[config.mk]
export PLATFORM = sky130hd
export DESIGN_NAME = alu_writeback_stage
export DESIGN_NICKNAME = d
export VERILOG_FILES = /design/src/rtl/simple_pkg.sv /design/src/rtl/branch_cond_eval.sv /design/src/rtl/alu_writeback_stage.sv
export SDC_FILE = /design/constraint.sdc
export NUM_CORES = 1
export LEC_CHECK = 0
export ABC_AREA = 1
export CORE_ASPECT_RATIO = 0.6
export CORE_MARGIN = 3
export CORE_UTILIZATION = 35
export DETAILED_ROUTE_END_ITERATION = 6
export GPL_ROUTABILITY_DRIVEN = 1
export PLACE_DENSITY = 0.78
export SYNTH_ARGS = -nofsm -noshare
export SYNTH_HDL_FRONTEND = slang
export SYNTH_SLANG_ARGS = --single-unit
[constraint.sdc]
create_clock -name clk -period 1.45 [get_ports clk]
set_input_delay 0.145 -clock clk [delete_from_list [all_inputs] [get_ports clk]]
set_output_delay 0.145 -clock clk [all_outputs]
set_load 0.005 [all_outputs]
[src/rtl/simple_pkg.sv]
// Shared definitions for the ALU writeback stage: branch condition codes,
// SZCV flag bit positions, register-file address width and the stage FSM states.
package simple_pkg;

    localparam int unsigned RADDR_W = 3;

    // Branch condition codes carried in the instruction's cond field.
    localparam logic [2:0] COND_BE  = 3'b000;
    localparam logic [2:0] COND_BLT = 3'b001;
    localparam logic [2:0] COND_BLE = 3'b010;
    localparam logic [2:0] COND_BNE = 3'b011;
    localparam logic [2:0] COND_B   = 3'b111;

    // Bit positions inside the 4-bit SZCV flag vector.
    localparam int unsigned FLAG_S = 3;
    localparam int unsigned FLAG_Z = 2;
    localparam int unsigned FLAG_C = 1;
    localparam int unsigned FLAG_V = 0;

    typedef enum logic {
        RUN    = 1'b0,
        HALTED = 1'b1
    } wb_state_e;

endpackage

[src/rtl/branch_cond_eval.sv]
// Combinational branch condition evaluator: decides whether a branch with the
// given condition code is taken against a SZCV flag vector.
module branch_cond_eval
    import simple_pkg::*;
(
    input  logic [3:0] flags,
    input  logic [2:0] cond,
    output logic       taken
);

    logic s_flag;
    logic z_flag;
    logic v_flag;
    logic lt;
    logic unused_c;

    assign s_flag   = flags[FLAG_S];
    assign z_flag   = flags[FLAG_Z];
    assign v_flag   = flags[FLAG_V];
    // Signed less-than after a compare.
    assign lt       = s_flag ^ v_flag;
    // Carry does not take part in any supported condition.
    assign unused_c = flags[FLAG_C];

    // Decode the condition code; unassigned codes are never taken.
    always_comb begin
        taken = 1'b0;
        case (cond)
            COND_BE:  taken = z_flag;
            COND_BLT: taken = lt;
            COND_BLE: taken = z_flag | lt;
            COND_BNE: taken = ~z_flag;
            COND_B:   taken = 1'b1;
            default:  taken = 1'b0;
        endcase
    end

endmodule

[src/rtl/alu_writeback_stage.sv]
// ALU writeback stage: one-entry buffer after the ALU holding the result and
// per-instruction control, the architectural SZCV flag register, branch
// resolution against those flags, register-file write port and HLT handling.
// Optional bypass outputs (fwd_valid/fwd_addr/fwd_data) are built when the
// macro ALU_WB_FWD_EN is defined.
module alu_writeback_stage #(
    parameter int unsigned DATA_W  = 16,
    parameter int unsigned RADDR_W = 3
) (
    input  logic               clk,
    input  logic               rst,
    input  logic               in_valid,
    output logic               in_ready,
    input  logic [DATA_W-1:0]  alu_res,
    input  logic [3:0]         alu_szcv,
    input  logic [RADDR_W-1:0] rd,
    input  logic               wb_en,
    input  logic               flag_en,
    input  logic               is_branch,
    input  logic [2:0]         cond,
    input  logic [DATA_W-1:0]  br_target,
    input  logic               is_halt,
    input  logic               flush,
    output logic               out_valid,
    input  logic               out_ready,
    output logic               rf_we,
    output logic [RADDR_W-1:0] rf_waddr,
    output logic [DATA_W-1:0]  rf_wdata,
    output logic [3:0]         flags,
    output logic               br_taken,
    output logic [DATA_W-1:0]  br_pc,
    output logic               halted
`ifdef ALU_WB_FWD_EN
    ,
    output logic               fwd_valid,
    output logic [RADDR_W-1:0] fwd_addr,
    output logic [DATA_W-1:0]  fwd_data
`endif
);

    import simple_pkg::*;

    wb_state_e state;
    logic      accept;
    logic      cond_true;

    // Branches resolve against the flags as they stand before this instruction.
    branch_cond_eval u_branch_cond_eval (
        .flags (flags),
        .cond  (cond),
        .taken (cond_true)
    );

    assign in_ready = (state == RUN) && !flush && (!out_valid || out_ready);
    assign accept   = in_valid && in_ready;
    assign halted   = (state == HALTED);

`ifdef ALU_WB_FWD_EN
    // Bypass view of the pending write, driven only from the entry register.
    assign fwd_valid = out_valid && rf_we;
    assign fwd_addr  = rf_waddr;
    assign fwd_data  = rf_wdata;
`endif

    // Entry register, flag register and RUN/HALTED state; flush outranks accept.
    always_ff @(posedge clk) begin
        if (rst) begin
            state     <= RUN;
            out_valid <= 1'b0;
            rf_we     <= 1'b0;
            rf_waddr  <= '0;
            rf_wdata  <= '0;
            flags     <= 4'b0000;
            br_taken  <= 1'b0;
            br_pc     <= '0;
        end else if (flush) begin
            out_valid <= 1'b0;
            rf_we     <= 1'b0;
            br_taken  <= 1'b0;
        end else if (accept) begin
            out_valid <= 1'b1;
            rf_wdata  <= alu_res;
            rf_waddr  <= rd;
            rf_we     <= wb_en && !is_branch && !is_halt;
            br_pc     <= br_target;
            br_taken  <= is_branch && cond_true;
            if (flag_en) begin
                flags <= alu_szcv;
            end
            if (is_halt) begin
                state <= HALTED;
            end
        end else if (out_valid && out_ready) begin
            // Entry consumed with nothing behind it; data fields keep their values.
            out_valid <= 1'b0;
            rf_we     <= 1'b0;
        end
    end

endmodule

; Word-level counts from Yosys, hierarchy flattened
; Cells that the tools add are included.
[totals]
output_inout_bits = 44
latch_bits = 0
mem_bits_ro = 0
reg_bits = 43
inputBits = 51
word_cells = 39
ram_bits = 0
memories = 0
[classes]
add_sub_neg = 0
n_eq_ne = 4
shift = 0
magnitude_cmp = 0
n_mux = 4
mul = 0
n_reduce_logical = 18
div_mod_pow = 0
n_bitwise = 5
[ops]
columns = cell, count
row1 = logical AND 1 bit, 7
row2 = "== test 3 x 2 -> 1 bit, second input constant", 2
row3 = AND reduction 3 bit, 2
row4 = one-hot mux 1 bit (5 select lines), 1
row5 = logical NOT 1 bit, 4
row6 = "== test 3 x 1 -> 1 bit, second input constant", 1
row7 = "== test 3 bit, second input constant", 1
row8 = logical NOT 3 bit, 1
row9 = 2-to-1 mux 1 bit, 3
row10 = inverter 1 bit, 3
row11 = AND reduction 2 bit, 1
row12 = nonzero test 2 bit, 1
row13 = OR reduction 2 bit, 1
row14 = logical OR 1 bit, 1
row15 = bitwise OR 1 bit, 1
row16 = XOR 1 bit, 1

; Depth between registers and ports, before layout
[depth]
word_depth = 5
mapped_depth = 7
mapped_depth_nobuf = 7

; Modules after synthesis
; From an unflattened synthesis, not the netlist that was laid out.
[unflattened]
cells_unflattened = 224
hier_area_um2 = 1863.0
[by_module_without_submodules]
columns = mod, seq_area_each_um2, area_each_um2, cells_per_inst, instances
row1 = alu_writeback_stage, 860.8, 1796.7, 207, 1
row2 = branch_cond_eval, 0.0, 66.3, 17, 1

; Worst setup path after synthesis
; OpenSTA, ideal clock, no wires.
[synth_path]
kind = flip-flop to flip-flop
from = register state (netlist: halted)
to = register br_pc[15]
t_required_ps = 1334
setup_slack_ps = 373
arrival_ps = 961
n_path_buf = 2
period_less_slack_ps = 1077
setup_ps = 116
stages_incl_launch_ff = 7
path_cell_list = dfxtp_1 > nor2_2 > nand3_2 > buf_6 > buf_12 > o21ai_1 > a21oi_1
[synth_between]
elab_chain_cells = 5
[synth_lines]
columns = element, line_no
row1 = from (decl), alu_writeback_stage.sv:43  ; wb_state_e state;
row2 = from (signal assigned), alu_writeback_stage.sv:68  ; state <= RUN;
row3 = from (signal assigned), alu_writeback_stage.sv:91  ; state <= HALTED;
row4 = inverter 1 bit, alu_writeback_stage.sv:54  ; assign in_ready = (state == RUN) && !flush && (!out_valid || out_ready);
row5 = logical AND 1 bit (2 in a row), alu_writeback_stage.sv:54
row6 = logical AND 1 bit, alu_writeback_stage.sv:55  ; assign accept = in_valid && in_ready;
row7 = AND reduction 2 bit (no source line), n/a
row8 = to (signal assigned), alu_writeback_stage.sv:85  ; br_pc <= br_target;
row9 = to (decl), alu_writeback_stage.sv:31  ; output logic [DATA_W-1:0] br_pc,
; No other way between the ends.
; A chain may end at the register's enable or synchronous reset.

; Final worst setup path
[layout_path]
from = register state (netlist: halted)
to = output halted
[layout_lines]
columns = element, line_no
row1 = to (decl), alu_writeback_stage.sv:32  ; output logic halted
; No word-level cell between the ends.

==> summary.md <==
| Metric | Value |
|---|---|
| Critical-path cell list | clkdlybuf4s50_1 |
| Worst Path Arrival | 1.20 ns |
| Syn avg cell area | 8.14 sq um |
| Share of cells above drive strength 1 | 0.0847 |
| Die Y | ~60 um |
| Root Buffer | clkbuf_8 |
| Routability cong. | 0.759 |
| Tightest Hold Check Type | input pin to flop |
| Clk pin slew, worst setup/hold paths | about 0.08 ns |
| Startpoint class of the critical path | flop |
| Boundary pin count | between 90 and 100 |
| Clock Tree Buf Depth | 2 |
| Peak supply drop | approximately 530 uV |
| Post-DRT Antenna Nets | 0 |
| Core area | 4660 sq um |
| Fillers | around 440 |
| Final nets | 357 |
| Port Buf Inserts | 94 |
| Final hold violation count | 0 |
| Warnings from Yosys | 0 |
| Diode count | 0 |
| Largest cells by area after synthesis | dfxtp_1 (50%), a21oi_1 (10%), inv_1 (9.0%) |
| Largest net degree at the start of global routing | 43 |
| Area growth syn-to-layout | 63.6% |
| Initial Utilization | 0.368 |
| Global Route Usage Sum | 0.152 |
| CP Depth | 1 |
| Peak fanout along the critical path | 3 |
| Post-DP HPWL | 3270 um |
| Final setup viols | 0 |
| CTS Buf Count | 5 |
| P_leak | between 1 and 1.5 nW |
| CP max stage delay | 0.54 ns |
| Via density | ~4.4 |
| Mapped cell area | about 1700 sq um |
| DRT Pass-1 Iters | 4 |
| Place WS | -0.116 ns |
| Critical path class | flop to output pin |
| Antenna violations before repair | 0 |
| Worst setup margin | 0.105 ns |
| Drt first-iter violations | 36 |
| Die X | just under 100 um |
| Average wire per standard cell | between 10 and 15 um |
| CP Buf/Inv Count | 1 |
| CTS H-Tree Depth | 2 |
| DRC viols | 0 |
| Synth cell types | 20 |
| RSZ-0062 raised after global routing | no |
| Grt ovf | 0 |
| Reg2Reg Setup Slack | 0.21 ns |
| Vias in the first global route | 1506 |
| Synthesis-stage register bit count | 43 |
| Status | complete, no violations |
| Routed vias | 1624 |
| Post-synth top area share | 0.501 |
| Clk sinks | 43 |
| Die area | approximately 5800 sq um |
| Global-route wire length before repair | roughly 6800 um |
| Final Max Slew Viols | 0 |
| Slew margin rel. | 0.876 |
| Worst EP required | 1.31 ns |
| Rows | 19 |
| TritonCTS clock tree | done |
| Pwr Total | between 2 and 3 mW |
| Clock Skews | ~0.0059 ns |
| Worst setup EP type | output pin |
| Cell family with most CP delay | buffers and inverters |
| P per Cell Area | about 980 nW/um^2 |
| Fmax | around 740 MHz |
| Syn Nets | between 200 and 300 |
| Biggest area consumer among synthesized cells | dfxtp_1 |
| Worst-case reg-to-reg path depth | 6 |
| CTS hold repair buffers | 0 |
| Slowest-stage cell, CP | clkdlybuf4s50_1 |
| Max-cap violations | 0 |
| Sequential share of the synthesized area | 0.501 |
| Syn Inst Count | around 210 |
| Minimum clock period | about 1.3 ns |
| Slew of the pin with the lowest slew margin | 0.184 ns |
| Worst-Skew Late Latency | 0.29 ns |
| Final WL | between 4000 and 5000 um |
| Fin crit share | 0.928 |
| Worst hold path cell count | 3 |
==> synth_stat cells <==
| cell type | number |
|---|---|
| dfxtp_1 | 43 |
| buf_8 | 1 |
| o21ai_0 | 17 |
| nor2_2 | 1 |
| buf_12 | 2 |
| a21oi_1 | 36 |
| clkbuf_1 | 3 |
| buf_6 | 4 |
| nand3_2 | 2 |
| a21oi_2 | 3 |
| inv_1 | 41 |
| nand4_1 | 2 |
| o21ai_1 | 18 |
| buf_2 | 2 |
| inv_2 | 1 |
| nand2_1 | 13 |
| o21ai_2 | 4 |
| nor2_1 | 15 |
| nand3_1 | 2 |
| nand2_2 | 1 |
==> final timing paths <==
check,start,endpoint
worst max-delay path,halted,halted
worst min register to register,br_pc[11],br_pc[11]
worst min-delay path,wb_en,rf_we
worst max register to register,out_valid,rf_wdata[0]
==> logic make-up (layout without fill, tap and decap cells) <==
logic type | count (synthesis) | count (layout) | synth area share
buffers and inverters | 54 | 150 | 0.163
AND/OR/NAND/NOR | 36 | 36 | 0.0933
AO/OA/AOI/OAI | 78 | 78 | 0.243
flip-flops | 43 | 43 | 0.501
==> cell type report <==
type / instances / area [sq um] / share of cell area
well taps: 63 / 78.8 / 0.0281
inverters: 42 / 158 / 0.0561
clock inverters: 3 / 43.8 / 0.0156
multi-input cells: 114 / 577 / 0.205
clock buffers: 5 / 68.8 / 0.0245
repair buffers: 100 / 1020 / 0.364
flip-flops and latches: 43 / 861 / 0.306
==> metal layers <==
layer  up-vias  track usage  share of wire
li1        862            -              -
met1       702        0.205           0.49
met2        60        0.229           0.41
met3         0       0.0642           0.10
met4         0       0.0299              0
met5         -            0              0
==> sequential cells by signal (all words and copies together), names as in the netlist <==
register	count
rf_waddr	3
out_valid	1
flags	4
br_taken	1
rf_wdata	16
br_pc	16
halted	1
rf_we	1
==> stage by stage <==
step / TNS (ns) / cell area [sq um] / hold WS, ns / cells / util
3_5_place_dp: -1.89 / 2700 / 0.433 / 362 / 0.579
3_3_place_gp: -0.511 / 2700 / 0.429 / 362 / 0.579
2_1_floorplan: 0 / 1720 / 0.214 / 211 / -
4_1_cts: 0 / 2810 / 0.434 / 370 / 0.603
6_report: 0 / 2810 / 0.443 / 370 / 0.603
5_1_grt: 0 / 2810 / 0.440 / 370 / 0.603
==> report_power, final <==
part | internal [mW] | switching, mW
Combinational | 0.330 | 0.191
Clock | 0.513 | 0.410
Sequential | 1.26 | 0.0424
Total | 2.10 | 0.643
==> cell usage in the layout (no fill, tap or decap), types with 2 or more instances in the layout <==
master and count:
clkdlybuf4s50_1 93, dfxtp_1 43, inv_1 41, a21oi_1 36
o21ai_1 18, o21ai_0 17, nor2_1 15, nand2_1 13
clkbuf_8 5, o21ai_2 4, a21oi_2 3, buf_4 3
buf_12 3, nand3_2 2, nand4_1 2, nand3_1 2
==> what timing repair did <==
| action | CTS | global route |
|---|---|---|
| setup endpoints to repair | 1 | 0 |
| setup buffers | 0 | 0 |
| gates resized for setup | 1 | 0 |
Power figures use the tool's default switching activity.
